<file path="config.mk">
export PLATFORM = sky130hd
export DESIGN_NAME = patch_control_unit_flat
export DESIGN_NICKNAME = d
export VERILOG_FILES = /design/src/rtl/patch_pkg.sv /design/src/rtl/patch_control_unit_if.sv /design/src/rtl/patch_trigger_match.sv /design/src/rtl/patch_control_unit.sv /design/src/flat_wrapper.sv
export SDC_FILE = /design/constraint.sdc
export NUM_CORES = 1
export LEC_CHECK = 0
export CELL_PAD_IN_SITES_DETAIL_PLACEMENT = 0
export CELL_PAD_IN_SITES_GLOBAL_PLACEMENT = 2
export CORE_MARGIN = 4
export CORE_UTILIZATION = 33
export CTS_BUF_LIST = sky130_fd_sc_hd__clkbuf_4
export DETAILED_ROUTE_END_ITERATION = 8
export GPL_ROUTABILITY_DRIVEN = 0
export PLACE_DENSITY = 0.95
export RECOVER_POWER = 25
export SETUP_SLACK_MARGIN = 0.15
export SLEW_MARGIN = 20
export SYNTH_ARGS = -nofsm -noshare
export SYNTH_HDL_FRONTEND = slang
export SYNTH_SLANG_ARGS = --single-unit
</file>
<file path="constraint.sdc">
create_clock -name clk -period 4.8 [get_ports clk]
set_input_delay 0.96 -clock clk [delete_from_list [all_inputs] [get_ports clk]]
set_output_delay 0.96 -clock clk [all_outputs]
set_load 0.03 [all_outputs]
</file>
<file path="src/rtl/patch_pkg.sv">
// Shared definitions for the patch control unit: FSM states, register map
// addresses and CTRL register bit positions.
package patch_pkg;

  typedef enum logic [1:0] {
    IDLE   = 2'd0,
    ARMED  = 2'd1,
    FIRING = 2'd2,
    DONE   = 2'd3
  } patch_state_e;

  localparam logic [2:0] ADDR_CTRL      = 3'd0;
  localparam logic [2:0] ADDR_TRIG_MASK = 3'd1;
  localparam logic [2:0] ADDR_TRIG_VAL  = 3'd2;
  localparam logic [2:0] ADDR_OVR_MASK  = 3'd3;
  localparam logic [2:0] ADDR_OVR_VAL   = 3'd4;
  localparam logic [2:0] ADDR_HOLD      = 3'd5;

  localparam int CTRL_ENABLE_BIT  = 0;
  localparam int CTRL_ONESHOT_BIT = 1;

endpackage

</file>
<file path="src/rtl/patch_control_unit_if.sv">
// Patch configuration bus.
// Handshake: a write is transferred on every rising edge where cfg_valid and
// cfg_ready are both high; cfg_ready is held high, so every strobe is taken.
// cfg_err is a one-cycle pulse, in the cycle after the transfer, for a write
// that was rejected (bad address, or data register while enabled).
interface patch_control_unit_if #(parameter int CFG_W = 16);
  logic             cfg_valid;
  logic [2:0]       cfg_addr;
  logic [CFG_W-1:0] cfg_data;
  logic             cfg_ready;
  logic             cfg_err;

  modport master (output cfg_valid, cfg_addr, cfg_data, input cfg_ready, cfg_err);
  modport slave  (input cfg_valid, cfg_addr, cfg_data, output cfg_ready, cfg_err);
endinterface

</file>
<file path="src/rtl/patch_trigger_match.sv">
// Masked trigger compare: match when every masked observe bit equals the
// programmed trigger value. A zero mask matches unconditionally.
module patch_trigger_match #(
  parameter int OBS_W = 3
) (
  input  logic [OBS_W-1:0] observe,
  input  logic [OBS_W-1:0] trig_mask,
  input  logic [OBS_W-1:0] trig_val,
  output logic             match
);

  assign match = ((observe ^ trig_val) & trig_mask) == '0;

endmodule

</file>
<file path="src/rtl/patch_control_unit.sv">
// Patch control unit: passes control signals through until a programmed
// trigger fires, then overrides selected bits for HOLD+1 cycles.
// Optional build macro PATCH_EVENT_CNT_EN adds a saturating event_count port.
module patch_control_unit
  import patch_pkg::*;
#(
  parameter int OBS_W  = 3,
  parameter int CTRL_W = 6,
  parameter int CNT_W  = 8,
  parameter int CFG_W  = 16
) (
  input  logic                  clk,
  input  logic                  rst,
  input  logic [OBS_W-1:0]      observe_port,
  input  logic [CTRL_W-1:0]     control_port_in,
  output logic [CTRL_W-1:0]     control_port_out,
  patch_control_unit_if.slave   cfg,
  output logic                  patch_active,
`ifdef PATCH_EVENT_CNT_EN
  output logic [CNT_W-1:0]      event_count,
`endif
  output patch_state_e          dbg_state
);

  logic [1:0]        ctrl_q, ctrl_d;
  logic [OBS_W-1:0]  trig_mask_q, trig_mask_d, trig_val_q, trig_val_d;
  logic [CTRL_W-1:0] ovr_mask_q, ovr_mask_d, ovr_val_q, ovr_val_d;
  logic [CNT_W-1:0]  hold_q, hold_d, cnt_q, cnt_d;
  patch_state_e      state_q, state_d;
  logic              cfg_err_q, cfg_err_d;
  logic              wr_en, cfg_locked, ctrl_wr_en1, ctrl_wr_dis, match, fire;
  logic              cfg_unused;

  assign wr_en       = cfg.cfg_valid && cfg.cfg_ready;
  assign cfg_locked  = ctrl_q[CTRL_ENABLE_BIT];
  assign ctrl_wr_en1 = wr_en && (cfg.cfg_addr == ADDR_CTRL) && cfg.cfg_data[CTRL_ENABLE_BIT];
  assign ctrl_wr_dis = wr_en && (cfg.cfg_addr == ADDR_CTRL) && !cfg.cfg_data[CTRL_ENABLE_BIT];
  // Upper data bits beyond each register width are don't-care.
  assign cfg_unused  = ^cfg.cfg_data;

  patch_trigger_match #(.OBS_W(OBS_W)) u_match (
    .observe   (observe_port),
    .trig_mask (trig_mask_q),
    .trig_val  (trig_val_q),
    .match     (match)
  );

  // Register file writes; data registers are frozen while enabled.
  always_comb begin
    ctrl_d      = ctrl_q;
    trig_mask_d = trig_mask_q;
    trig_val_d  = trig_val_q;
    ovr_mask_d  = ovr_mask_q;
    ovr_val_d   = ovr_val_q;
    hold_d      = hold_q;
    cfg_err_d   = 1'b0;
    if (wr_en) begin
      case (cfg.cfg_addr)
        ADDR_CTRL:      ctrl_d = cfg.cfg_data[1:0];
        ADDR_TRIG_MASK: if (cfg_locked) cfg_err_d = 1'b1; else trig_mask_d = cfg.cfg_data[OBS_W-1:0];
        ADDR_TRIG_VAL:  if (cfg_locked) cfg_err_d = 1'b1; else trig_val_d  = cfg.cfg_data[OBS_W-1:0];
        ADDR_OVR_MASK:  if (cfg_locked) cfg_err_d = 1'b1; else ovr_mask_d  = cfg.cfg_data[CTRL_W-1:0];
        ADDR_OVR_VAL:   if (cfg_locked) cfg_err_d = 1'b1; else ovr_val_d   = cfg.cfg_data[CTRL_W-1:0];
        ADDR_HOLD:      if (cfg_locked) cfg_err_d = 1'b1; else hold_d      = cfg.cfg_data[CNT_W-1:0];
        default:        cfg_err_d = 1'b1;
      endcase
    end
  end

  // FSM next state and hold counter; a disable write wins over everything.
  always_comb begin
    state_d = state_q;
    cnt_d   = cnt_q;
    fire    = 1'b0;
    case (state_q)
      IDLE:   if (ctrl_q[CTRL_ENABLE_BIT]) state_d = ARMED;
      ARMED:  if (match) begin
                state_d = FIRING;
                cnt_d   = hold_q;
                fire    = 1'b1;
              end
      FIRING: if (cnt_q == '0) state_d = ctrl_q[CTRL_ONESHOT_BIT] ? DONE : ARMED;
              else cnt_d = cnt_q - CNT_W'(1);
      DONE:   state_d = DONE;
      default: state_d = IDLE;
    endcase
    if (ctrl_wr_dis) begin
      state_d = IDLE;
      fire    = 1'b0;
    end
  end

  // State, counter and register flops.
  always_ff @(posedge clk) begin
    if (rst) begin
      state_q     <= IDLE;
      cnt_q       <= '0;
      ctrl_q      <= '0;
      trig_mask_q <= '0;
      trig_val_q  <= '0;
      ovr_mask_q  <= '0;
      ovr_val_q   <= '0;
      hold_q      <= '0;
      cfg_err_q   <= 1'b0;
    end else begin
      state_q     <= state_d;
      cnt_q       <= cnt_d;
      ctrl_q      <= ctrl_d;
      trig_mask_q <= trig_mask_d;
      trig_val_q  <= trig_val_d;
      ovr_mask_q  <= ovr_mask_d;
      ovr_val_q   <= ovr_val_d;
      hold_q      <= hold_d;
      cfg_err_q   <= cfg_err_d;
    end
  end

  assign patch_active     = (state_q == FIRING);
  assign control_port_out = patch_active ? ((control_port_in & ~ovr_mask_q) | (ovr_val_q & ovr_mask_q))
                                         : control_port_in;
  assign cfg.cfg_ready    = 1'b1;
  assign cfg.cfg_err      = cfg_err_q;
  assign dbg_state        = state_q;

`ifdef PATCH_EVENT_CNT_EN
  logic [CNT_W-1:0] evt_q, evt_d;

  // Saturating trigger counter, cleared whenever the unit is (re)enabled.
  always_comb begin
    evt_d = evt_q;
    if (ctrl_wr_en1) evt_d = '0;
    else if (fire && (evt_q != '1)) evt_d = evt_q + CNT_W'(1);
  end

  // Event counter flop.
  always_ff @(posedge clk) begin
    if (rst) evt_q <= '0;
    else     evt_q <= evt_d;
  end

  assign event_count = evt_q;
`else
  logic fire_unused;
  assign fire_unused = fire;
`endif

endmodule

</file>
<file path="src/flat_wrapper.sv">
// flat-port wrapper written by rule: the top's interface ports become plain ports
module patch_control_unit_flat import patch_pkg::*;
#(
  parameter int OBS_W  = 3,
  parameter int CTRL_W = 6,
  parameter int CNT_W  = 8,
  parameter int CFG_W  = 16
)
  (clk, rst, observe_port, control_port_in, control_port_out, patch_active, dbg_state, cfg_cfg_valid, cfg_cfg_addr, cfg_cfg_data, cfg_cfg_ready, cfg_cfg_err);
  patch_control_unit_if #(.CFG_W(CFG_W)) cfg_i ();
  input  logic clk;
  input  logic rst;
  input  logic [OBS_W-1:0] observe_port;
  input  logic [CTRL_W-1:0] control_port_in;
  output logic [CTRL_W-1:0] control_port_out;
  output logic patch_active;
  output patch_state_e dbg_state;
  input wire logic [$bits(cfg_i.cfg_valid)-1:0] cfg_cfg_valid;
  input wire logic [$bits(cfg_i.cfg_addr)-1:0] cfg_cfg_addr;
  input wire logic [$bits(cfg_i.cfg_data)-1:0] cfg_cfg_data;
  output wire logic [$bits(cfg_i.cfg_ready)-1:0] cfg_cfg_ready;
  output wire logic [$bits(cfg_i.cfg_err)-1:0] cfg_cfg_err;
  assign cfg_i.cfg_valid = cfg_cfg_valid;
  assign cfg_i.cfg_addr = cfg_cfg_addr;
  assign cfg_i.cfg_data = cfg_cfg_data;
  assign cfg_cfg_ready = cfg_i.cfg_ready;
  assign cfg_cfg_err = cfg_i.cfg_err;
  patch_control_unit #(.OBS_W(OBS_W), .CTRL_W(CTRL_W), .CNT_W(CNT_W), .CFG_W(CFG_W)) u_core (.clk(clk), .rst(rst), .observe_port(observe_port), .control_port_in(control_port_in), .control_port_out(control_port_out), .cfg(cfg_i), .patch_active(patch_active), .dbg_state(dbg_state));
endmodule
</file>
==> impl_results.md, run 1 <==
- DP Cell Count: 308
- H-tree levels: 2
- WS Path Type: reg -> out
- Port bufs: 32
- Clk_lat worst skew: 0.34 ns
- Hold Path Cell Cnt: 2
- Max-slew violations: 38
- Crit path buffers/inverters: 2
- Sum Neg Setup Slack: 0 ns
- CTS Buffer Depth: 2
- Worst hold slack: 0.470 ns
- Initial antenna violation count: 0
- Die extent in y: 83.9 µm
- Filler instances: 614
- Final setup margin: 1.14 ns
- Area delta synth->final: 20.8%
- # rows: 27
- Max-cap violations: 1
- CP arrival: 2.70 ns
- Die X: 83.9 µm
- Critical path's top delay family: buffers and inverters
- Register area share after synthesis: 41.0%
- Mux cell area share after synthesis: 19.9%
- CP Max Fanout: 14
- Reg area: 781 µm²
- Final hold viol count: 0
- Layout cells sized above 1: 6.97%
- Total Nets Final: 276
- Post-cts sizing count: 0
- First-pass GRT wire length: 6700 µm
- DRC viols: 0
- Post-synth EDFFs: 0
- Placed cell areas: 2250 µm²
- Total die area: 7050 µm²
- Compound-Gate Fraction of Synth Area: 11.5%
- Final Instance Area: 2300 µm²
- Mapped Cells: 215
- Synthesized flop and latch total: 39
- Commonest non-fill, non-tap cell in the layout: nor2_1
- Stages on the worst setup path: 5
- Post-DP HPWL: 2900 µm
- Fin crit period: 3.66 ns
- Worst-Margin Slew: 1.56 ns
- DR vias: 1,547
- Fmax: 0.273 GHz
- Vias in the first global route: 1,459
- Relative slew slack: -4.19%
- Critical Path Max Stage Delay: 0.59 ns
- Final worst path period share: 76.2%
- Post-Syn Nets: 248
- CTS tree: built
- Area of the multi-input gates: 1020 µm²
- Avg Cell Area, Syn: 8.85 µm²
- Final Setup Violations: 0
- Largest family of logic cells by synthesized area: multiplexers
- Peak VDD IR: 0.000173 V
- GRT Total Usage: 11.5%
- Core area: 5540 µm²
- Dpl ws: 1.50 ns
- Yosys warning total: 0
- R2R depth: 5
- Post-CTS Hold Buffers: 0
- Most frequent cells in the layout: 42 x nor2_1, 39 x dfxtp_1, 31 x mux2i_1
- Setup bufs post-CTS: 0
- CP startpoint kind: register
- Clock Sinks: 39
- Post-Route Skew: 0.0101 ns
- Outcome: finished with violations
- Clock transition at path regs: 0.12 ns
- Simple logic cell fraction of the synthesized area: 19.1%
- Final core occ: 41.5%
- Violated checks: capacitance limit, slew limit
- Starting Density: 34.3%
- TritonRoute pass-1 iters: 4
- IO Count: 42
- Post-synthesis xor/xnor area fraction: 1.38%
- Drt via density: 4.90
- Post-DRT Antenna Nets: 0
- Unrepaired setup endpoints after global routing: no
- N_diodes: 0
- Post-Syn Area: 1900 µm²
- Leak: 0.931 nW
- Largest net degree at the start of global routing: 38
- Final std cells w/o fill: 316
- Crit path cell chain: nand2b_1 > inv_1 > nand2_1 > mux2_2 > clkdlybuf4s50_1
- Synthesized-area fraction occupied by adder cells: 1.31%
- Drt total wl: 3990 µm
- Netlist cell types: 36
- HP Class: reg -> reg
- CP max stage cell: clkdlybuf4s50_1
- DR WL/cell: 12.6 µm
- WP data required: 3.84 ns
- Design Power: 0.605 mW
- Main synth FF type: dfxtp_1
- Ys async rst share: 0%
- CP Capture Type: output port
- DRT iter0 DRCs: 79
- Cell chosen for the clock root: clkbuf_4
- Gr ovfl total: 0
- Pwr per Cell Area: 263 nW/µm²
- Number of CTS-inserted buffers: 5
## worst register-to-register path, cell delays in order (launching register included)
cell and delay [ns]:
dfxtp_1 0.50, nand2b_1 0.46, a31oi_1 0.18, a21oi_4 0.32, mux2i_1 0.22, o22ai_1 0.09
## sequential cells by signal, indices dropped and copies added (netlist names)
name                count
u_core.hold_q           8
u_core.cnt_q            8
u_core.dbg_state        2
u_core.ovr_mask_q       6
u_core.trig_mask_q      3
u_core.cfg.cfg_err      1
u_core.trig_val_q       3
u_core.ctrl_q           2
u_core.ovr_val_q        6
## cells by family (layout without fill, tap and decap cells)
group	after synthesis	count (layout)
other	1	1
XOR/XNOR	3	3
flip-flops	39	39
AO/OA/AOI/OAI	33	33
adder cells (fa/ha/maj)	2	2
multiplexers	37	37
AND/OR/NAND/NOR	81	81
buffers and inverters	19	48
## routing by layer
layer,wire length [µm],vias up,track usage [%]
met1,1900,716,14.6
met4,72,0,4.39
met2,1890,28,18.9
met5,0,-,0
li1,-,799,-
met3,134,4,2.47
## area by class of cell
cell class	instances	share of cell area (%)
tap	72	3.92
multi-input combinational	157	44.5
timing repair buffer	34	14.4
inverter	6	0.979
sequential	39	33.9
clock inverter	3	0.653
clock buffer	5	1.63
## power by group
part           total [mW]  switching [mW]  internal (mW)  leakage [nW]
registers           0.340         0.00790          0.332         0.315
clock network       0.163           0.109         0.0538        0.0263
logic               0.102          0.0550         0.0470         0.590
## path summary, 6_finish.rpt
path / start / endpoint / slack, ns
setup reg to reg: u_core.dbg_state[0] / u_core.cnt_q[6] / 2.86
setup / recovery: u_core.dbg_state[0] / control_port_out[1] / 1.14
hold / removal: u_core.cnt_q[1] / u_core.cnt_q[1] / 0.47
hold reg to reg: u_core.cnt_q[1] / u_core.cnt_q[1] / 0.47
## Yosys cell counts, types with 4 or more instances
cell type  count  area [µm²]
nor2_1        42         158
dfxtp_1       39         781
mux2i_1       31         310
nand2_1       18        67.6
a21oi_1        9        45.0
clkbuf_1       7        26.3
inv_1          6        22.5
mux2_2         6        67.6
o31ai_1        6        45.0
o21ai_0        5        25.0
buf_6          4        45.0
nand2b_1       4        25.0
nand3_1        4        20.0
No activity file was read; power rests on OpenSTA's default activity.
==> run 2: changes to the inputs <==
--- a/config.mk
+++ b/config.mk
@@ -8,11 +8,11 @@
 export CELL_PAD_IN_SITES_DETAIL_PLACEMENT = 0
 export CELL_PAD_IN_SITES_GLOBAL_PLACEMENT = 2
 export CORE_MARGIN = 4
-export CORE_UTILIZATION = 33
+export CORE_UTILIZATION = 31
 export CTS_BUF_LIST = sky130_fd_sc_hd__clkbuf_4
 export DETAILED_ROUTE_END_ITERATION = 8
 export GPL_ROUTABILITY_DRIVEN = 0
-export PLACE_DENSITY = 0.95
+export PLACE_DENSITY = 0.93
 export RECOVER_POWER = 25
 export SETUP_SLACK_MARGIN = 0.15
 export SLEW_MARGIN = 20
==> constraint.sdc (replaced) <==
create_clock -name clk -period 3.4 [get_ports clk]
set_input_delay 0.68 -clock clk [delete_from_list [all_inputs] [get_ports clk]]
set_output_delay 0.68 -clock clk [all_outputs]
set_load 0.03 [all_outputs]
==> run 2 against run 1 <==
Net effect: the run now ends clean; flip-flop and latch count unchanged; worst hold slack improved by 0.0056 ns; sequential power increased by 41%; critical endpoint is now control_port_out[5]; largest cell class unchanged.
==> impl_results.md, run 2 (same netlist as run 1, synthesis figures left out) <==
- Outcome: complete, no violations
- R2R depth: 5 (unchanged)
- WS Path Type: reg -> out
- Filler instances: 626 (+2.0%)
- Gr ovfl total: 0 (unchanged)
- Final setup margin: 0.423 ns (-0.719 ns)
- Area of the multi-input gates: 1020 µm² (unchanged)
- DR vias: 1,555 (+0.52%)
- Worst-Margin Slew: 0.949 ns (-0.613 ns)
- Area delta synth->final: 22.5%
- Core area: 5960 µm² (+7.5%)
- Largest net degree at the start of global routing: 23 (-39%)
- R2R Path End: u_core.cnt_q[6]
- Post-DRT Antenna Nets: 0 (unchanged)
- Max-slew violations: 0 (-100%)
- CP Max Fanout: 11 (-3)
- Initial antenna violation count: 0 (unchanged)
- N_diodes: 0 (unchanged)
- Total die area: 7460 µm² (+5.8%)
- Hold_sp: u_core.hold_q[0]
- CP max stage cell: clkdlybuf4s50_1
- # rows: 28 (+3.7%)
- Crit path cell chain: nand2b_1 > inv_1 > nand2_1 > mux2_2 > clkdlybuf4s50_1
- CP Capture Type: output port
- Relative slew slack: 36.7% (+41 points)
- Setup bufs post-CTS: 0 (unchanged)
- Post-CTS Hold Buffers: 0 (unchanged)
- TritonRoute pass-1 iters: 2 (-2)
- Final Setup Violations: 0 (unchanged)
- HP Class: reg -> reg
- Worst setup endpoint: control_port_out[5]
- Fmax: 0.336 GHz
- NetSw: 0.247 mW (+43%)
- DRC viols: 0 (unchanged)
- Final worst path period share: 87.6%
- First-pass GRT wire length: 6860 µm (+2.4%)
- Fin crit period: 2.98 ns
- Commonest non-fill, non-tap cell in the layout: nor2_1
- Post-cts sizing count: 0 (unchanged)
- CTS tree: built
- Total Nets Final: 277 (+0.36%)
- CTS Buffer Depth: 2 (unchanged)
- Top Registers: u_core.cnt_q: 8 flops, u_core.hold_q: 8 flops
- Cell chosen for the clock root: clkbuf_4
- Die extent in y: 86.4 µm (+2.9%)
- Dpl ws: 0.777 ns (-0.725 ns)
- Final hold viol count: 0 (unchanged)
- Peak VDD IR: 0.000257 V (+49%)
- Stages on the worst setup path: 5 (unchanged)
- Critical Path Max Stage Delay: 0.66 ns (+0.07 ns)
- CP startpoint kind: register
- Net Sw Frac: 26.5% (-2.0 points)
- Sequential share of power: 51.4% (-4.8 points)
- Clock transition at path regs: 0.12 ns (about the same)
- Critical path's top delay family: buffers and inverters
- Int Pwr: 0.687 mW (+59%)
- Drt via density: 4.86 (-0.74%)
- Reg2reg start: u_core.cnt_q[3]
- Unrepaired setup endpoints after global routing: no
- GRT Total Usage: 11.4% (-0.030 points)
- Worst reg2reg setup slack: 1.57 ns (-1.29 ns)
- Post-Route Skew: 0.00861 ns (-0.00145 ns)
- Leak: 0.948 nW (+1.8%)
- Clock network power share: 33.0% (+6.0 points)
- Post-DP HPWL: 2970 µm (+2.3%)
- Layout cells sized above 1: 7.35% (+0.38 points)
- Combinational power share: 15.6% (-1.3 points)
- Clk_lat worst skew: 0.35 ns (about the same)
- Reg area: 781 µm² (unchanged)
- H-tree levels: 2 (unchanged)
- Port bufs: 32 (unchanged)
- CP arrival: 2.30 ns (-0.40 ns)
- DR WL/cell: 12.7 µm (+0.85%)
- Starting Density: 32.0% (-2.4 points)
- DRT iter0 DRCs: 81 (+2.5%)
- WP data required: 2.72 ns (-1.12 ns)
- Final core occ: 39.1% (-2.4 points)
- Vias in the first global route: 1,447 (-0.82%)
- IO Count: 42 (unchanged)
- Drt total wl: 4080 µm (+2.1%)
- Die X: 86.4 µm (+2.9%)
- Pwr per Cell Area: 401 nW/µm² (+52%)
- Max-cap violations: 0 (-1)
- Sum Neg Setup Slack: 0 ns (unchanged)
- Setup crit start: u_core.dbg_state[1]
- Number of CTS-inserted buffers: 5 (unchanged)
- Crit path buffers/inverters: 2 (unchanged)
- Most frequent cells in the layout: 42 x nor2_1, 39 x dfxtp_1, 31 x mux2i_1
- Clock Sinks: 39 (unchanged)
run 2: worst min path at each step:
stage	endpoint	slack (ns)	cells past startpoint
floorplan	u_core.cnt_q[1]	0.44	2
global placement	u_core.cnt_q[1]	0.46	2
finish	u_core.cnt_q[0]	0.48	2
detailed placement	u_core.cnt_q[1]	0.46	2
global route	u_core.ctrl_q[1]	0.51	2
CTS	u_core.cnt_q[1]	0.48	2
run 2: power by group through the flow:
stage	Sequential, mW	Combinational (mW)	Clock, mW
floorplan	0.490	0.0902	0
global placement	0.490	0.147	0
detailed placement	0.490	0.148	0
CTS	0.480	0.148	0.320
global route	0.483	0.161	0.346
finish	0.480	0.146	0.308
run 2: area by class of cell:
| type | count | area share (%) |
|---|---|---|
| timing repair buffer | 35 | 14.4 |
| tap | 75 | 4.03 |
| clock inverter | 3 | 1.66 |
| sequential | 39 | 33.5 |
| clock buffer | 5 | 1.61 |
| multi-input combinational | 157 | 43.9 |
| inverter | 6 | 0.966 |
run 2: tightest hold or removal path, delay by kind of cell (launching register included):
kind | cells | cell delay (ns)
AOI/OAI and AO/OA | 1 | 0.05
and+or+nand+nor | 1 | 0.06
DFF | 1 | 0.33
run 2: stage by stage:
stage          cell area (µm²)  hold WS, ns  power [mW]  instances
2_1_floorplan             1900        0.441       0.580        215
3_3_place_gp              2260        0.456       0.638        312
3_5_place_dp              2260        0.464       0.638        312
4_1_cts                   2340        0.481       0.949        320
5_1_grt                   2330        0.506       0.989        320
6_report                  2330        0.476       0.934        320
run 2: per-layer routing:
metal | global-route usage (%) | wire length (µm) | share of wire, %
met5 | 0 | 0 | 0
met4 | 3.40 | 51 | 1.3
met3 | 2.66 | 140 | 3.4
met2 | 17.9 | 1770 | 43
met1 | 15.7 | 2120 | 52
